[config.mk]
export PLATFORM = sky130hd
export DESIGN_NAME = jzjpcc_mem_arbiter_flat
export DESIGN_NICKNAME = d
export VERILOG_FILES = /design/src/rtl/jzjpcc_mem_arbiter_if.sv /design/src/rtl/jzjpcc_mem_arbiter.sv /design/src/flat_wrapper.sv
export SDC_FILE = /design/constraint.sdc
export NUM_CORES = 1
export LEC_CHECK = 0
export CELL_PAD_IN_SITES_DETAIL_PLACEMENT = 1
export CELL_PAD_IN_SITES_GLOBAL_PLACEMENT = 1
export CORE_MARGIN = 2
export CORE_UTILIZATION = 28
export DETAILED_ROUTE_END_ITERATION = 7
export PLACE_DENSITY = 0.87
export SKIP_CTS_REPAIR_TIMING = 1
export SYNTH_ARGS = -nofsm -noshare
export SYNTH_HDL_FRONTEND = slang
export SYNTH_SLANG_ARGS = --single-unit
[constraint.sdc]
create_clock -name clock -period 2.37 [get_ports clock]
set_clock_uncertainty 0.15 [all_clocks]
set_input_delay 0.474 -clock clock [delete_from_list [all_inputs] [get_ports clock]]
set_output_delay 0.474 -clock clock [all_outputs]
set_load 0.01 [all_outputs]
[src/rtl/jzjpcc_mem_arbiter_if.sv]
// Fetch/load-store/RAM signal bundle for the shared single-port SRAM arbiter.
// slave = arbiter side, master = requesters plus RAM array side.
interface jzjpcc_mem_arbiter_if #(
  parameter int RAM_A_WIDTH = 12
);
  // fetch port
  logic                   fetchReq;
  logic [RAM_A_WIDTH-1:0] fetchAddr;
  logic                   fetchFlush;
  logic                   fetchGnt;
  logic                   fetchValid;
  logic [31:0]            fetchData;
  // load/store port
  logic                   dataReq;
  logic                   dataWe;
  logic [RAM_A_WIDTH-1:0] dataAddr;
  logic [31:0]            dataWdata;
  logic [3:0]             dataByteMask;
  logic                   dataGnt;
  logic                   dataValid;
  logic [31:0]            dataRdata;
  // RAM array
  logic [RAM_A_WIDTH-1:0] ramAddr;
  logic [31:0]            ramWdata;
  logic [3:0]             ramByteMask;
  logic                   ramWe;
  logic [31:0]            ramRdata;
  // status
  logic [15:0]            fetchStallCount;

  modport slave (
    input  fetchReq, fetchAddr, fetchFlush,
    input  dataReq, dataWe, dataAddr, dataWdata, dataByteMask,
    input  ramRdata,
    output fetchGnt, fetchValid, fetchData,
    output dataGnt, dataValid, dataRdata,
    output ramAddr, ramWdata, ramByteMask, ramWe,
    output fetchStallCount
  );

  modport master (
    output fetchReq, fetchAddr, fetchFlush,
    output dataReq, dataWe, dataAddr, dataWdata, dataByteMask,
    output ramRdata,
    input  fetchGnt, fetchValid, fetchData,
    input  dataGnt, dataValid, dataRdata,
    input  ramAddr, ramWdata, ramByteMask, ramWe,
    input  fetchStallCount
  );
endinterface

[src/rtl/jzjpcc_mem_arbiter.sv]
// Shares one single-port SRAM between fetch and load/store; data wins unless fetch
// has been denied MAX_FETCH_WAIT cycles in a row. Read data returns one cycle after grant.
module jzjpcc_mem_arbiter #(
  parameter int RAM_A_WIDTH    = 12,
  parameter int MAX_FETCH_WAIT = 3
) (
  input  logic                  clock,
  input  logic                  reset,
  jzjpcc_mem_arbiter_if.slave   bus
);

  localparam logic [1:0] OWN_NONE     = 2'd0;
  localparam logic [1:0] OWN_FETCH_RD = 2'd1;
  localparam logic [1:0] OWN_DATA_RD  = 2'd2;

  localparam logic [3:0]  STARVE_MAX = 4'(MAX_FETCH_WAIT);
  localparam logic [15:0] STALL_MAX  = 16'hFFFF;

  logic [1:0]  owner_q, owner_d;
  logic [3:0]  starve_q, starve_d;
  logic [15:0] stall_cnt_q, stall_cnt_d;
  logic [31:0] fetch_data_q, fetch_data_d;
  logic [31:0] data_rdata_q, data_rdata_d;

  logic                   force_fetch;
  logic                   fetch_eligible;
  logic                   fetch_gnt;
  logic                   data_gnt;
  logic [RAM_A_WIDTH-1:0] ram_addr;

  // Grant decision uses only requests and registered state, never ramRdata.
  always_comb begin
    force_fetch    = (starve_q == STARVE_MAX);
    fetch_eligible = bus.fetchReq & ~bus.fetchFlush;
    fetch_gnt      = 1'b0;
    data_gnt       = 1'b0;
    if (force_fetch && fetch_eligible) begin
      fetch_gnt = 1'b1;
    end else if (bus.dataReq) begin
      data_gnt = 1'b1;
    end else begin
      fetch_gnt = fetch_eligible;
    end
  end

  always_comb begin
    ram_addr = data_gnt ? bus.dataAddr : bus.fetchAddr;
  end

  always_comb begin
    owner_d = OWN_NONE;
    if (fetch_gnt) begin
      owner_d = OWN_FETCH_RD;
    end else if (data_gnt && !bus.dataWe) begin
      owner_d = OWN_DATA_RD;
    end
  end

  // Flush cycles clear starvation: the fetch address is about to change anyway.
  always_comb begin
    starve_d = starve_q;
    if (fetch_gnt || !bus.fetchReq || bus.fetchFlush) begin
      starve_d = 4'd0;
    end else if (starve_q != STARVE_MAX) begin
      starve_d = starve_q + 4'd1;
    end
  end

  always_comb begin
    stall_cnt_d = stall_cnt_q;
    if (bus.fetchReq && !fetch_gnt && (stall_cnt_q != STALL_MAX)) begin
      stall_cnt_d = stall_cnt_q + 16'd1;
    end
  end

  // RAM data arrives in the owner's valid cycle; the other port keeps its last word.
  always_comb begin
    fetch_data_d = fetch_data_q;
    data_rdata_d = data_rdata_q;
    if (owner_q == OWN_FETCH_RD) begin
      fetch_data_d = bus.ramRdata;
    end
    if (owner_q == OWN_DATA_RD) begin
      data_rdata_d = bus.ramRdata;
    end
  end

  always_ff @(posedge clock or negedge reset) begin
    if (!reset) begin
      owner_q      <= OWN_NONE;
      starve_q     <= 4'd0;
      stall_cnt_q  <= 16'd0;
      fetch_data_q <= 32'd0;
      data_rdata_q <= 32'd0;
    end else begin
      owner_q      <= owner_d;
      starve_q     <= starve_d;
      stall_cnt_q  <= stall_cnt_d;
      fetch_data_q <= fetch_data_d;
      data_rdata_q <= data_rdata_d;
    end
  end

  always_comb begin
    bus.fetchGnt        = fetch_gnt;
    bus.dataGnt         = data_gnt;
    bus.fetchValid      = (owner_q == OWN_FETCH_RD);
    bus.dataValid       = (owner_q == OWN_DATA_RD);
    bus.fetchData       = fetch_data_d;
    bus.dataRdata       = data_rdata_d;
    bus.ramAddr         = ram_addr;
    bus.ramWdata        = bus.dataWdata;
    bus.ramWe           = data_gnt & bus.dataWe;
    bus.ramByteMask     = (data_gnt && bus.dataWe) ? bus.dataByteMask : 4'b0000;
    bus.fetchStallCount = stall_cnt_q;
  end

endmodule

[src/flat_wrapper.sv]
// flat-port wrapper written by rule: the top's interface ports become plain ports
module jzjpcc_mem_arbiter_flat 
#(
  parameter int RAM_A_WIDTH    = 12,
  parameter int MAX_FETCH_WAIT = 3
)
  (clock, reset, bus_fetchReq, bus_fetchAddr, bus_fetchFlush, bus_dataReq, bus_dataWe, bus_dataAddr, bus_dataWdata, bus_dataByteMask, bus_ramRdata, bus_fetchGnt, bus_fetchValid, bus_fetchData, bus_dataGnt, bus_dataValid, bus_dataRdata, bus_ramAddr, bus_ramWdata, bus_ramByteMask, bus_ramWe, bus_fetchStallCount);
  jzjpcc_mem_arbiter_if #(.RAM_A_WIDTH(RAM_A_WIDTH)) bus_i ();
  input  logic clock;
  input  logic reset;
  input wire logic [$bits(bus_i.fetchReq)-1:0] bus_fetchReq;
  input wire logic [$bits(bus_i.fetchAddr)-1:0] bus_fetchAddr;
  input wire logic [$bits(bus_i.fetchFlush)-1:0] bus_fetchFlush;
  input wire logic [$bits(bus_i.dataReq)-1:0] bus_dataReq;
  input wire logic [$bits(bus_i.dataWe)-1:0] bus_dataWe;
  input wire logic [$bits(bus_i.dataAddr)-1:0] bus_dataAddr;
  input wire logic [$bits(bus_i.dataWdata)-1:0] bus_dataWdata;
  input wire logic [$bits(bus_i.dataByteMask)-1:0] bus_dataByteMask;
  input wire logic [$bits(bus_i.ramRdata)-1:0] bus_ramRdata;
  output wire logic [$bits(bus_i.fetchGnt)-1:0] bus_fetchGnt;
  output wire logic [$bits(bus_i.fetchValid)-1:0] bus_fetchValid;
  output wire logic [$bits(bus_i.fetchData)-1:0] bus_fetchData;
  output wire logic [$bits(bus_i.dataGnt)-1:0] bus_dataGnt;
  output wire logic [$bits(bus_i.dataValid)-1:0] bus_dataValid;
  output wire logic [$bits(bus_i.dataRdata)-1:0] bus_dataRdata;
  output wire logic [$bits(bus_i.ramAddr)-1:0] bus_ramAddr;
  output wire logic [$bits(bus_i.ramWdata)-1:0] bus_ramWdata;
  output wire logic [$bits(bus_i.ramByteMask)-1:0] bus_ramByteMask;
  output wire logic [$bits(bus_i.ramWe)-1:0] bus_ramWe;
  output wire logic [$bits(bus_i.fetchStallCount)-1:0] bus_fetchStallCount;
  assign bus_i.fetchReq = bus_fetchReq;
  assign bus_i.fetchAddr = bus_fetchAddr;
  assign bus_i.fetchFlush = bus_fetchFlush;
  assign bus_i.dataReq = bus_dataReq;
  assign bus_i.dataWe = bus_dataWe;
  assign bus_i.dataAddr = bus_dataAddr;
  assign bus_i.dataWdata = bus_dataWdata;
  assign bus_i.dataByteMask = bus_dataByteMask;
  assign bus_i.ramRdata = bus_ramRdata;
  assign bus_fetchGnt = bus_i.fetchGnt;
  assign bus_fetchValid = bus_i.fetchValid;
  assign bus_fetchData = bus_i.fetchData;
  assign bus_dataGnt = bus_i.dataGnt;
  assign bus_dataValid = bus_i.dataValid;
  assign bus_dataRdata = bus_i.dataRdata;
  assign bus_ramAddr = bus_i.ramAddr;
  assign bus_ramWdata = bus_i.ramWdata;
  assign bus_ramByteMask = bus_i.ramByteMask;
  assign bus_ramWe = bus_i.ramWe;
  assign bus_fetchStallCount = bus_i.fetchStallCount;
  jzjpcc_mem_arbiter #(.RAM_A_WIDTH(RAM_A_WIDTH), .MAX_FETCH_WAIT(MAX_FETCH_WAIT)) u_core (.clock(clock), .reset(reset), .bus(bus_i));
endmodule
==> results.ini <==
[setup_path]
end_kind=primary output
crit_fanout=6
cp-start-kind=flop
path_cells=ha_2, nand2_2, o21ai_4, buf_6, buf_4, mux2_2, clkbuf_2
crit_required_ns=1.75
cpPeakStageDelay_ns=0.35
critPathSlowestCell=dfrtp_1
timing.rr.start=u_core.bus.fetchStallCount[0]
crit_start=u_core.starve_q[1]
crit_arrival_ns=1.91
path_class=flop to primary output

[cts]
htree_num_levels=3
clock_latency_ns=0.35
clkTransAtPathRegs_ns=0.06
clock_path_buffers=2
clkSinkCount=86
cts_buffers=9
cts-root-buf=clkbuf_16
cts_tree=done

[worst_hold_path]
hp-start=u_core.fetch_data_q[7]
hold_path_class=flop to flop

[yosys]
synth_area_per_cell_sq_um=13.6
synth_seq_cells=86
syn_inst=285
async_reset_ff_share_pct=100
yosysWarnings=0
syn_area_sq_um=3870
synthFlopType=dfrtp_1
synth-seq-area-share_pct=55.7
syn-num-nets=385
yosys.cell_types.count=35
synth-edff-count=0

[run]
maxCapViolCount=0

[sta]
tns_ns=-1.60
finalSetupViolCount=20
whs_ns=0.347
slew_viol_final=0
worst_pin_slew_ns=0.606
max_slew_margin_pct=59.3
clock.fmax_ghz=0.394
rsz0062_at_grt=yes
fin_ws_ns=-0.169
hold_viol=0
timing.final.crit_share_pct=107
fin_crit_ns=2.54

[cells_and_area]
fillers=1376
postLayoutCoreUtil_pct=50.1
layout_commonest_cell=dfrtp_1
syn_to_final_growth_pct=72.8
diodes=0
nNetsFinal=585
design_area_sq_um=6680
final_layout_size_suffix_gt1_share_pct=47.3
mostFrequentLayoutCells=85 x dfrtp_1, 79 x clkdlybuf4s50_1, 49 x buf_6, 45 x buf_4, 39 x mux2_4

[detailed_routing]
via_per_inst=4.55
drtAntennaViolNets=0
routed_wire_length_per_instance_um=18.7
drc=0
wl_um=12500
firstDrtPassIters=4
drt_iter0_drc=92
vias=3027

[global_routing]
grt_pass1_wl_um=16600
grt_pass1_vias=3181
grt_max_degree=49
antenna_found_initial=0
grtUsageTotal_pct=14.7
grt_overflow=0

[die]
core_area_sq_um=13300
design.die.area_sq_um=14800
die_h_um=122
rows=42
io_pins=231
die_w_um=122
start_util_pct=29.0

[placed_design]
pre_cts_slack_ns=-0.547
gp_congestion=0.756
place_area_sq_um=5690
io_buffers=166
dpl.hpwl_um=8120

[status]
failed_checks=negative setup slack
status=finished, violations left

[pwr]
leakage_uw=0.00327
ir_drop_v=0.000485
power.density_nw_per_um2=754

==> cell usage after synthesis, types with 2 or more instances <==
master	n	area, sq um
and2_1	2	12.5
and3_1	5	31.3
and4_1	3	26.3
buf_2	7	35.0
buf_4	32	240
clkbuf_1	3	11.3
dfrtp_1	86	2150
ha_1	2	25.0
inv_1	3	11.3
mux2_2	76	856
nand2_1	4	15.0
nand2b_1	2	12.5
nand3_1	6	30.0
nand4_1	6	37.5
nor2_1	7	26.3
nor3_1	2	10.0
nor3b_1	2	15.0
nor4_1	4	25.0
nor4b_1	3	26.3
xnor2_1	5	43.8
xor2_1	11	96.3
==> worst max-delay path, delay by kind of cell, from the launching register on <==
family / cells / cell delay, ns
simple gates: 1 / 0.09
flops: 1 / 0.35
fa+ha+maj: 1 / 0.20
compound gates: 1 / 0.20
buf+inv: 3 / 0.41
mux: 1 / 0.33
==> layout make-up <==
cell class | instances | area (sq um) | share of cell area [%]
Clock buffer | 9 | 225 | 3.37
Clock inverter | 7 | 103 | 1.54
Inverter | 3 | 13.8 | 0.206
Multi-Input combinational cell | 153 | 1600 | 24.0
Sequential cell | 86 | 2150 | 32.2
Tap cell | 176 | 220 | 3.30
Timing Repair Buffer | 232 | 2360 | 35.4
==> stage by stage <==
stage | total power [uW] | instances
4_1_cts | 4940 | 623
6_report | 5040 | 666
5_1_grt | 5290 | 666
2_1_floorplan | 2510 | 285
3_3_place_gp | 3290 | 607
3_5_place_dp | 3360 | 607
==> path summary, 6_finish.rpt <==
path / end / slack (ns) / depth (start not counted)
min: u_core.fetch_data_q[7] / 0.35 / 1
max reg2reg: u_core.bus.fetchStallCount[1] / 0.27 / 5
min reg2reg: u_core.fetch_data_q[7] / 0.35 / 1
max in group asynchronous: u_core.fetch_data_q[28] / 0.91 / 3
max: bus_ramAddr[5] / -0.17 / 7
min in group asynchronous: u_core.fetch_data_q[24] / 0.52 / 2
==> cell families after synthesis <==
logic type	synth area share, %
DFF	55.7
muxes	22.5
and+or+nand+nor	8.93
buffers and inverters	7.99
xor gates and xnor gates	3.62
AOI/OAI and AO/OA	0.615
adders and majority gates	0.647
==> flip-flops by register name, indices dropped and copies added, names as in the netlist <==
signal	flops
u_core.starve_q	4
u_core.bus.fetchStallCount	16
u_core.data_rdata_q	32
u_core.owner_q	2
u_core.fetch_data_q	32
==> per-layer routing <==
layer	vias up	part of all wire, %	global-route usage, %	wire length (um)
met4	0	1.9	5.82	232
met3	26	5.8	4.51	725
met5	-	0	0	0
met2	120	52	25.2	6450
li1	1366	-	-	-
met1	1515	41	17.1	5060
==> where the power goes <==
part | internal [uW] | leakage, uW | switching (uW)
sequential | 1740 | 0.00103 | 160
combinational | 962 | 0.00208 | 621
clock | 938 | 0.000162 | 615
(Power assumes the default switching activity.)
